$ cat config.mk
export PLATFORM = sky130hd
export DESIGN_NAME = pwm_output_stage
export DESIGN_NICKNAME = d
export VERILOG_FILES = /design/src/rtl/pwm_output_stage.sv
export SDC_FILE = /design/constraint.sdc
export NUM_CORES = 1
export LEC_CHECK = 0
export BUFFER_PORTS_ARGS = -buffer_cell sky130_fd_sc_hd__buf_2
export CELL_PAD_IN_SITES_DETAIL_PLACEMENT = 1
export CELL_PAD_IN_SITES_GLOBAL_PLACEMENT = 1
export CORE_ASPECT_RATIO = 0.6
export CORE_MARGIN = 2
export CORE_UTILIZATION = 46
export CTS_CLUSTER_SIZE = 25
export DETAILED_ROUTE_END_ITERATION = 12
export GPL_TIMING_DRIVEN = 0
export PLACE_DENSITY_LB_ADDON = 0.1
export SLEW_MARGIN = 40
export SYNTH_ARGS = -nofsm -noshare
export SYNTH_HDL_FRONTEND = slang
export SYNTH_SLANG_ARGS = --single-unit
export TNS_END_PERCENT = 30
$ cat constraint.sdc
create_clock -name clk -period 6.6 [get_ports clk]
set_input_delay 0.99 -clock clk [delete_from_list [all_inputs] [get_ports clk]]
set_output_delay 0.99 -clock clk [all_outputs]
set_load 0.005 [all_outputs]
$ cat src/rtl/pwm_output_stage.sv
// pwm_output_stage: two independent PWM generators, each with a power-of-two prescaler, a
// 255-tick period counter and two duty-compare channels, routed onto eight output pins.
//
// Ports
//   clk             system clock
//   rst_n           asynchronous, active-low reset
//   en_out_i[7:0]   per-pin output enable (0 forces the pin low)
//   en_pwm_i[7:0]   per-pin mode: 1 = selected PWM channel, 0 = static high
//   sel_3_0_i[7:0]  2-bit channel select for pins 3..0 (pin i at bits [2i+1:2i])
//   sel_7_4_i[7:0]  2-bit channel select for pins 7..4 (pin i at bits [2(i-4)+1:2(i-4)])
//                   codes: 00 = g0c0, 01 = g0c1, 10 = g1c0, 11 = g1c1
//   duty_gXcY_i     duty of generator X channel Y, in ticks high per 255-tick period
//   freq_div_i      [3:0] = gen0 prescale exponent N0, [7:4] = gen1 exponent N1
//   pwm_out_o       registered pin outputs
//   period_start_o  one-clk pulse per generator when its counter wraps 254 -> 0
//
// Build option
//   PWM_SHADOW_EN   when defined, duty and exponent are sampled into per-generator shadow
//                   registers at reset release and at each period start, so updates only
//                   take effect on period boundaries. When undefined, inputs act directly.

module pwm_output_stage (
  input  logic       clk,
  input  logic       rst_n,
  input  logic [7:0] en_out_i,
  input  logic [7:0] en_pwm_i,
  input  logic [7:0] sel_3_0_i,
  input  logic [7:0] sel_7_4_i,
  input  logic [7:0] duty_g0c0_i,
  input  logic [7:0] duty_g0c1_i,
  input  logic [7:0] duty_g1c0_i,
  input  logic [7:0] duty_g1c1_i,
  input  logic [7:0] freq_div_i,
  output logic [7:0] pwm_out_o,
  output logic [1:0] period_start_o
);

  localparam int unsigned NumGen  = 2;
  localparam int unsigned NumPins = 8;
  localparam logic [7:0]  CntLast = 8'd254;

  // Per-generator views of the configuration inputs.
  logic [3:0] exp_in   [NumGen];
  logic [7:0] duty0_in [NumGen];
  logic [7:0] duty1_in [NumGen];

  assign exp_in[0]   = freq_div_i[3:0];
  assign exp_in[1]   = freq_div_i[7:4];
  assign duty0_in[0] = duty_g0c0_i;
  assign duty1_in[0] = duty_g0c1_i;
  assign duty0_in[1] = duty_g1c0_i;
  assign duty1_in[1] = duty_g1c1_i;

  // Channel levels in select-code order: {g1c1, g1c0, g0c1, g0c0}.
  logic [3:0]        chan_lvl;
  logic [NumGen-1:0] wrap;

`ifdef PWM_SHADOW_EN
  // High only in the first cycle after reset release; during that cycle the live inputs
  // stand in for the (still zero) shadows so the first period already runs on them.
  logic init_q;

  always_ff @(posedge clk or negedge rst_n) begin
    if (!rst_n) begin
      init_q <= 1'b1;
    end else begin
      init_q <= 1'b0;
    end
  end
`endif

  for (genvar g = 0; g < NumGen; g++) begin : g_gen
    logic [3:0]  exp_act;
    logic [7:0]  duty0_act;
    logic [7:0]  duty1_act;
    logic [15:0] term;
    logic [15:0] presc_q, presc_d;
    logic [7:0]  cnt_q, cnt_d;
    logic        tick;

`ifdef PWM_SHADOW_EN
    logic [3:0] exp_sh_q;
    logic [7:0] duty0_sh_q;
    logic [7:0] duty1_sh_q;

    always_ff @(posedge clk or negedge rst_n) begin
      if (!rst_n) begin
        exp_sh_q   <= '0;
        duty0_sh_q <= '0;
        duty1_sh_q <= '0;
      end else if (init_q || wrap[g]) begin
        // Loaded on the same edge the counter returns to 0, so the new period starts clean.
        exp_sh_q   <= exp_in[g];
        duty0_sh_q <= duty0_in[g];
        duty1_sh_q <= duty1_in[g];
      end
    end

    assign exp_act   = init_q ? exp_in[g]   : exp_sh_q;
    assign duty0_act = init_q ? duty0_in[g] : duty0_sh_q;
    assign duty1_act = init_q ? duty1_in[g] : duty1_sh_q;
`else
    assign exp_act   = exp_in[g];
    assign duty0_act = duty0_in[g];
    assign duty1_act = duty1_in[g];
`endif

    assign term = (16'd1 << exp_act) - 16'd1;
    // >= rather than == so a terminal that shrinks below the running prescaler still ticks.
    assign tick    = (presc_q >= term);
    assign wrap[g] = tick && (cnt_q == CntLast);

    always_comb begin
      presc_d = presc_q + 16'd1;
      cnt_d   = cnt_q;
      if (tick) begin
        presc_d = '0;
        cnt_d   = wrap[g] ? 8'd0 : cnt_q + 8'd1;
      end
    end

    always_ff @(posedge clk or negedge rst_n) begin
      if (!rst_n) begin
        presc_q <= '0;
        cnt_q   <= '0;
      end else begin
        presc_q <= presc_d;
        cnt_q   <= cnt_d;
      end
    end

    // Counter spans 0..254, so duty 0 never matches and duty 255 always matches.
    assign chan_lvl[2*g]   = (cnt_q < duty0_act);
    assign chan_lvl[2*g+1] = (cnt_q < duty1_act);
  end

  // Pin mux.
  logic [15:0]        sel_all;
  logic [1:0]         pin_code [NumPins];
  logic [NumPins-1:0] pwm_d;

  assign sel_all = {sel_7_4_i, sel_3_0_i};

  for (genvar i = 0; i < NumPins; i++) begin : g_pin
    assign pin_code[i] = sel_all[2*i +: 2];
    assign pwm_d[i]    = en_out_i[i] & (~en_pwm_i[i] | chan_lvl[pin_code[i]]);
  end

  logic [NumPins-1:0] pwm_q;
  logic [NumGen-1:0]  period_start_q;

  always_ff @(posedge clk or negedge rst_n) begin
    if (!rst_n) begin
      pwm_q          <= '0;
      period_start_q <= '0;
    end else begin
      pwm_q          <= pwm_d;
      period_start_q <= wrap;
    end
  end

  assign pwm_out_o      = pwm_q;
  assign period_start_o = period_start_q;

endmodule

==> impl_metrics.tcl, run 1 <==
set metrics [dict create \
    result_of_the_run "finished clean" \
    syn_area_um2 4700 \
    dieArea_um2 11100 \
    seq_area_frac_synth 0.309 \
    synthArstFlopShare 1.00 \
    num_io_pins 84 \
    std_cell_rows 28 \
    unrepaired_setup_endpoints_after_global_routing "false" \
    groute.usage.overall 0.258 \
    buffer_ports.inserted 82 \
    number_of_violations_reported_at_the_end_of_detailed_routing_iteration_0 227 \
    hold_class "reg -> reg" \
    power.density_cell_area_nw_per_um2 235 \
    cts_resized 0 \
    detail_route.first_pass.iterations 4 \
    cp_max_fo 10 \
    antenna-diode-count 0 \
    chipHeight_um 82.3 \
    slew_headroom 0.450 \
    cts.hold.buffers_added 0 \
    ys_warn_count 0 \
    yosys_most_used_dff "sky130_fd_sc_hd__dfrtp_1" \
    detail_route.wl_per_cell_um 17.2 \
    first_global_vias 4534 \
    finalWirelength_um 13400 \
    clock_tree_from_tritoncts "done" \
    fmaxAchievable_ghz 0.243 \
    final.setup_skew_ns 0.00370 \
    worst_path_cell_chain "buf_2 -> nor3_1 -> nand2b_1 -> ha_1 -> clkbuf_1 -> nor4b_1 -> a21oi_1 -> o22a_1 -> ha_1 -> nand2_1 -> nor2_1 -> nand2_1 -> o2111ai_1 -> clkbuf_1 -> o21ai_0" \
    arrival_ns 4.28 \
    synthTopCellsByArea "sky130_fd_sc_hd__dfrtp_1, sky130_fd_sc_hd__ha_1, sky130_fd_sc_hd__nor2_1" \
    cp_slowest_cell "sky130_fd_sc_hd__clkbuf_1" \
    cts_made_buffers 9 \
    layout-drive-gt1-share 0.174 \
    timing.setup.critical_path_class "in -> reg" \
    p_leak_nw 2.81 \
    fin_crit_sh 0.623 \
    power.ir.vdd_worst_mv 0.127 \
    period_minus_slack_ns 4.11 \
    count_of_cells_along_the_worst_register_to_register_path 9 \
    clock-sinks 58 \
    hold_slack_ns 0.521 \
    nets 783 \
    clock_path_buffers 2 \
    ctsRootBufferMaster "sky130_fd_sc_hd__clkbuf_16" \
    floorplan.initialDensity 0.474 \
    timing_worst_slew_pin_value_ns 0.824 \
    grt_start_max_net_pins 59 \
    synth_edf_count 0 \
    globalRoute.totalOverflow 0 \
    clkLatencyLatePin_ns 0.32 \
    worstHoldPathCells 1 \
    setup_tns_ns 0 \
    yosys_register_bits 58 \
    dieWidth_um 135 \
    htree_num_levels 3 \
    syn_inst 547 \
    half_perimeter_wire_length_of_the_detailed_placement_result_um 10300 \
    cts.clk_slew.worst_paths_ns 0.05 \
    finalSetupViolCount 0 \
    core_um2 9910 \
    cp-end-kind "flip-flop" \
    layout-area-overhead-vs-synth_pct 19.3 \
    dr_total_vias 4405 \
    synth_area_per_cell_um2 8.60 \
    synth_area_leader_cell "sky130_fd_sc_hd__dfrtp_1" \
    post-cts-setup-buffers 0 \
    antenna_left 0 \
    hold_vio_cnt_final 0 \
    synth_common_cells "sky130_fd_sc_hd__ha_1, sky130_fd_sc_hd__nor2_1, sky130_fd_sc_hd__dfrtp_1, sky130_fd_sc_hd__nand2_1" \
    yosys.area.top_type_share 0.309 \
    synth_most_common_cell "sky130_fd_sc_hd__ha_1" \
    cp-start-kind "primary input" \
    drt-vias-per-instance 5.65 \
    grt_first_pass_wirelength_um 22400 \
    synth_cell_types 50 \
    place_congestion 0.837 \
    critical-path-max-stage-delay_ns 0.50 \
    drt_drc_violations_left 0 \
    maxSlewViolCount 0 \
    max_cap_viol_count 0 \
    initial_antenna_violation_count 1 \
    crit_required_ns 6.77 \
]
## critical path: cells and delay by family
family | cells | cell delay (ns)
compound gates | 4 | 0.94
simple gates | 6 | 1.04
fa+ha+maj | 2 | 0.47
buf+inv | 3 | 0.84
## per-layer routing
metal	track usage	wire length [um]	vias up
met5	0	0	-
met4	0.0653	207	0
met3	0.0635	687	26
met2	0.426	5950	117
met1	0.345	6560	2123
li1	-	-	2139
## cells by family after synthesis
kind of cell,share of synthesized area
buf+inv,0.0484
other cells,0.000797
compound gates,0.180
fa+ha+maj,0.181
xor+xnor,0.0540
simple gates,0.221
flops,0.309
mux,0.00638
## layout by cell type, fill, tap and decap left out, drive strengths merged, types with 21 or more instances in the layout
cell,n
inv,37
a21oi,36
clkbuf,25
o21ai,21
nand2,49
nand3,24
dfrtp,58
buf,87
ha,68
nand2b,22
nor2,67
## sequential cells by signal, summed over array words and instances, names as in the netlist
| name | flops |
|---|---|
| g_gen.cnt_q | 16 |
| g_gen.presc_q | 32 |
| period_start_o | 2 |
| pwm_out_o | 8 |
## report_power, final
part | switching [mW] | leakage [nW] | internal [mW]
logic | 0.172 | 1.90 | 0.152
clock network | 0.155 | 0.156 | 0.349
registers | 0.0806 | 0.751 | 0.410
total | 0.407 | 2.81 | 0.912
## final cells by class
cell class	instances	area [um2]
fill	1214	4300
clock inverter	2	60.1
multi-input combinational	436	3030
clock buffer	13	260
inverter	37	139
buffer	17	88.8
timing repair buffer	82	417
tap	135	169
sequential	58	1450
## final timing paths
kind,start,endpoint,slack (ns)
max in group asynchronous,rst_n,g_gen[1].presc_q[3],5.57
hold reg to reg,g_gen[0].presc_q[0],g_gen[0].presc_q[0],0.52
min in group asynchronous,rst_n,pwm_out_o[5],0.63
setup reg to reg,g_gen[0].presc_q[0],g_gen[0].cnt_q[0],3.96
setup / recovery,freq_div_i[2],g_gen[0].cnt_q[0],2.49
hold / removal,g_gen[0].presc_q[0],g_gen[0].presc_q[0],0.52
## through the flow
stage	worst slack (ns)	cell area (um2)	total power [mW]	util	instances
after CTS	2.50	5610	1.33	0.566	780
after global routing	2.08	5610	1.40	0.566	780
after floorplan	2.99	4710	0.695	-	548
after detailed placement	2.18	5290	0.812	0.533	765
after global placement	2.29	5290	0.784	0.533	765
final	2.49	5610	1.32	0.566	780
Note: power is estimated with default switching activity, not from simulation.
==> run 2: changes to the inputs <==
Settings changed: CORE_UTILIZATION 46 to 39.
Clock period 6.6 ns to 3.5 ns, I/O delays scaled along.
==> run 2 against run 1 <==
Sequential cell count stayed put. Die area is 17% higher. Sequential power is 89% higher. Via count is 1.8% lower. Count of clock-buffer cells in the layout is 1 lower. Global-route usage is 4.2 points lower. Cell area is 1.1% higher.
==> impl_metrics.tcl, run 2 (synthesis results as in run 1) <==
set metrics [dict create \
    critical-path-max-stage-delay_ns 0.30 \
    hold_vio_cnt_final 0 \
    antenna-diode-count 0 \
    grt_start_max_net_pins 59 \
    crit_required_ns 3.68 \
    slew_headroom 0.533 \
    detail_route.first_pass.iterations 4 \
    layout-area-overhead-vs-synth_pct 20.7 \
    fmaxAchievable_ghz 0.307 \
    period_minus_slack_ns 3.26 \
    nets 782 \
    arrival_ns 3.44 \
    timing.critical_path.buf_inv 3 \
    grt_first_pass_wirelength_um 22500 \
    placed_area_um2 5330 \
    timing_worst_slew_pin_value_ns 0.697 \
    half_perimeter_wire_length_of_the_detailed_placement_result_um 10600 \
    first_global_vias 4586 \
    place_ws_ns -0.591 \
    clock_path_buffers 2 \
    detail_route.wl_per_cell_um 16.6 \
    cp-end-kind "flip-flop" \
    largest_register_ffs 32 \
    max_cap_viol_count 0 \
    unrepaired_setup_endpoints_after_global_routing "true" \
    max_flop_register "g_gen.presc_q" \
    finalSetupViolCount 0 \
    power.net_switching_mw 0.781 \
    cts.clk_slew.worst_paths_ns 0.06 \
    layout.cells.most_common "sky130_fd_sc_hd__buf_2" \
    cts_made_buffers 9 \
    groute.usage.overall 0.216 \
    clock_tree_from_tritoncts "done" \
    dieWidth_um 146 \
    hold_class "in -> async" \
    power.ir.vdd_worst_mv 0.203 \
    initial_antenna_violation_count 0 \
    layoutNonFillerInstCount 810 \
    p_sw_frac 0.321 \
    cp_slowest_cell "sky130_fd_sc_hd__nor4b_2" \
    setup_slack_ns 0.239 \
    layout-drive-gt1-share 0.186 \
    seqPwrFrac 0.382 \
    htree_num_levels 3 \
    worst_path_cell_chain "buf_2 -> nor3_2 -> nand2b_1 -> ha_1 -> clkbuf_1 -> nor4b_2 -> a21oi_1 -> o22a_1 -> ha_1 -> nand2_1 -> nor2_1 -> nand2_1 -> o2111ai_4 -> buf_6 -> mux2i_1 -> o21ai_0" \
    globalRoute.totalOverflow 0 \
    dieArea_um2 13000 \
    antenna_left 0 \
    core_um2 11900 \
    result_of_the_run "finished clean" \
    finalWirelength_um 13400 \
    critPathLaunch "freq_div_i[2]" \
    most-common-layout-cells "sky130_fd_sc_hd__buf_2, sky130_fd_sc_hd__ha_1, sky130_fd_sc_hd__nor2_1" \
    place_congestion 0.796 \
    std_cell_rows 31 \
    final_core_area_utilization 0.477 \
    fin_area_um2 5680 \
    drt-vias-per-instance 5.34 \
    maxSlewViolCount 0 \
    cp_max_fo 10 \
    ctsRootBufferMaster "sky130_fd_sc_hd__clkbuf_16" \
    timing.setup.critical_path_class "in -> reg" \
    post-cts-setup-buffers 0 \
    critical_path.reg2reg.startpoint "g_gen[0].presc_q[0]" \
    placedCellCount 795 \
    clkLatencyLatePin_ns 0.32 \
    final.setup_skew_ns 0.00794 \
    p_leak_nw 2.81 \
    clock-sinks 58 \
    number_of_violations_reported_at_the_end_of_detailed_routing_iteration_0 185 \
    dr_total_vias 4325 \
    cp-start-kind "primary input" \
    chipHeight_um 89.1 \
    combinationalPowerShare 0.249 \
    buffer_ports.inserted 82 \
    floorplan.initialDensity 0.395 \
    num_io_pins 84 \
    drt_drc_violations_left 0 \
    cellInternalPower_mw 1.65 \
    cpLargestDelayFamily "simple AND/OR/NAND/NOR gates" \
    share_of_power_burned_in_the_clock_network 0.369 \
    power.density_cell_area_nw_per_um2 428 \
    fin_crit_sh 0.932 \
]
## run 2: per-stage QoR
stage | power [mW] | setup TNS [ns] | hold slack [ns]
5_1_grt | 2.61 | -0.0485 | 0.220
3_3_place_gp | 1.49 | -7.46 | 0.522
6_report | 2.43 | 0 | 0.176
2_1_floorplan | 1.31 | 0 | 0.229
3_5_place_dp | 1.54 | -14.63 | 0.528
4_1_cts | 2.46 | 0 | 0.321
## run 2: path summary, 6_finish.rpt
| kind | end | slack [ns] | depth (start not counted) |
|---|---|---|---|
| worst max-delay path | g_gen[0].cnt_q[3] | 0.24 | 16 |
| worst min-delay path | pwm_out_o[2] | 0.18 | 1 |
| worst max register to register | g_gen[0].cnt_q[3] | 1.03 | 9 |
| worst min register to register | g_gen[0].presc_q[0] | 0.53 | 1 |
| max in group asynchronous | g_gen[0].presc_q[10] | 2.91 | 1 |
| min in group clk | pwm_out_o[7] | 0.44 | 2 |
## run 2: area by class of cell
cell class / instances / area (um2)
Fill cell: 1452 / 6230
Multi-Input combinational cell: 436 / 3060
Sequential cell: 58 / 1450
Timing Repair Buffer: 82 / 417
Clock buffer: 12 / 256
Tap cell: 165 / 206
Inverter: 37 / 139
Buffer: 16 / 93.8
Clock inverter: 4 / 50.0
## run 2: power by group through the flow
stage	clock [mW]	combinational (mW)	sequential (mW)
5_1_grt	0.951	0.705	0.950
2_1_floorplan	0	0.423	0.886
6_report	0.896	0.606	0.928
4_1_cts	0.920	0.612	0.926
3_5_place_dp	0	0.607	0.937
3_3_place_gp	0	0.555	0.931
## run 2: layer usage
layer / global-route usage / share of wire
met5: 0 / 0
met4: 0.0428 / 0.0051
met3: 0.0454 / 0.045
met2: 0.361 / 0.44
met1: 0.294 / 0.51
## run 2: timing repair
action	in CTS	in global routing
setup endpoints to repair	25	50
gates resized for setup	3	8
hold buffers	0	0
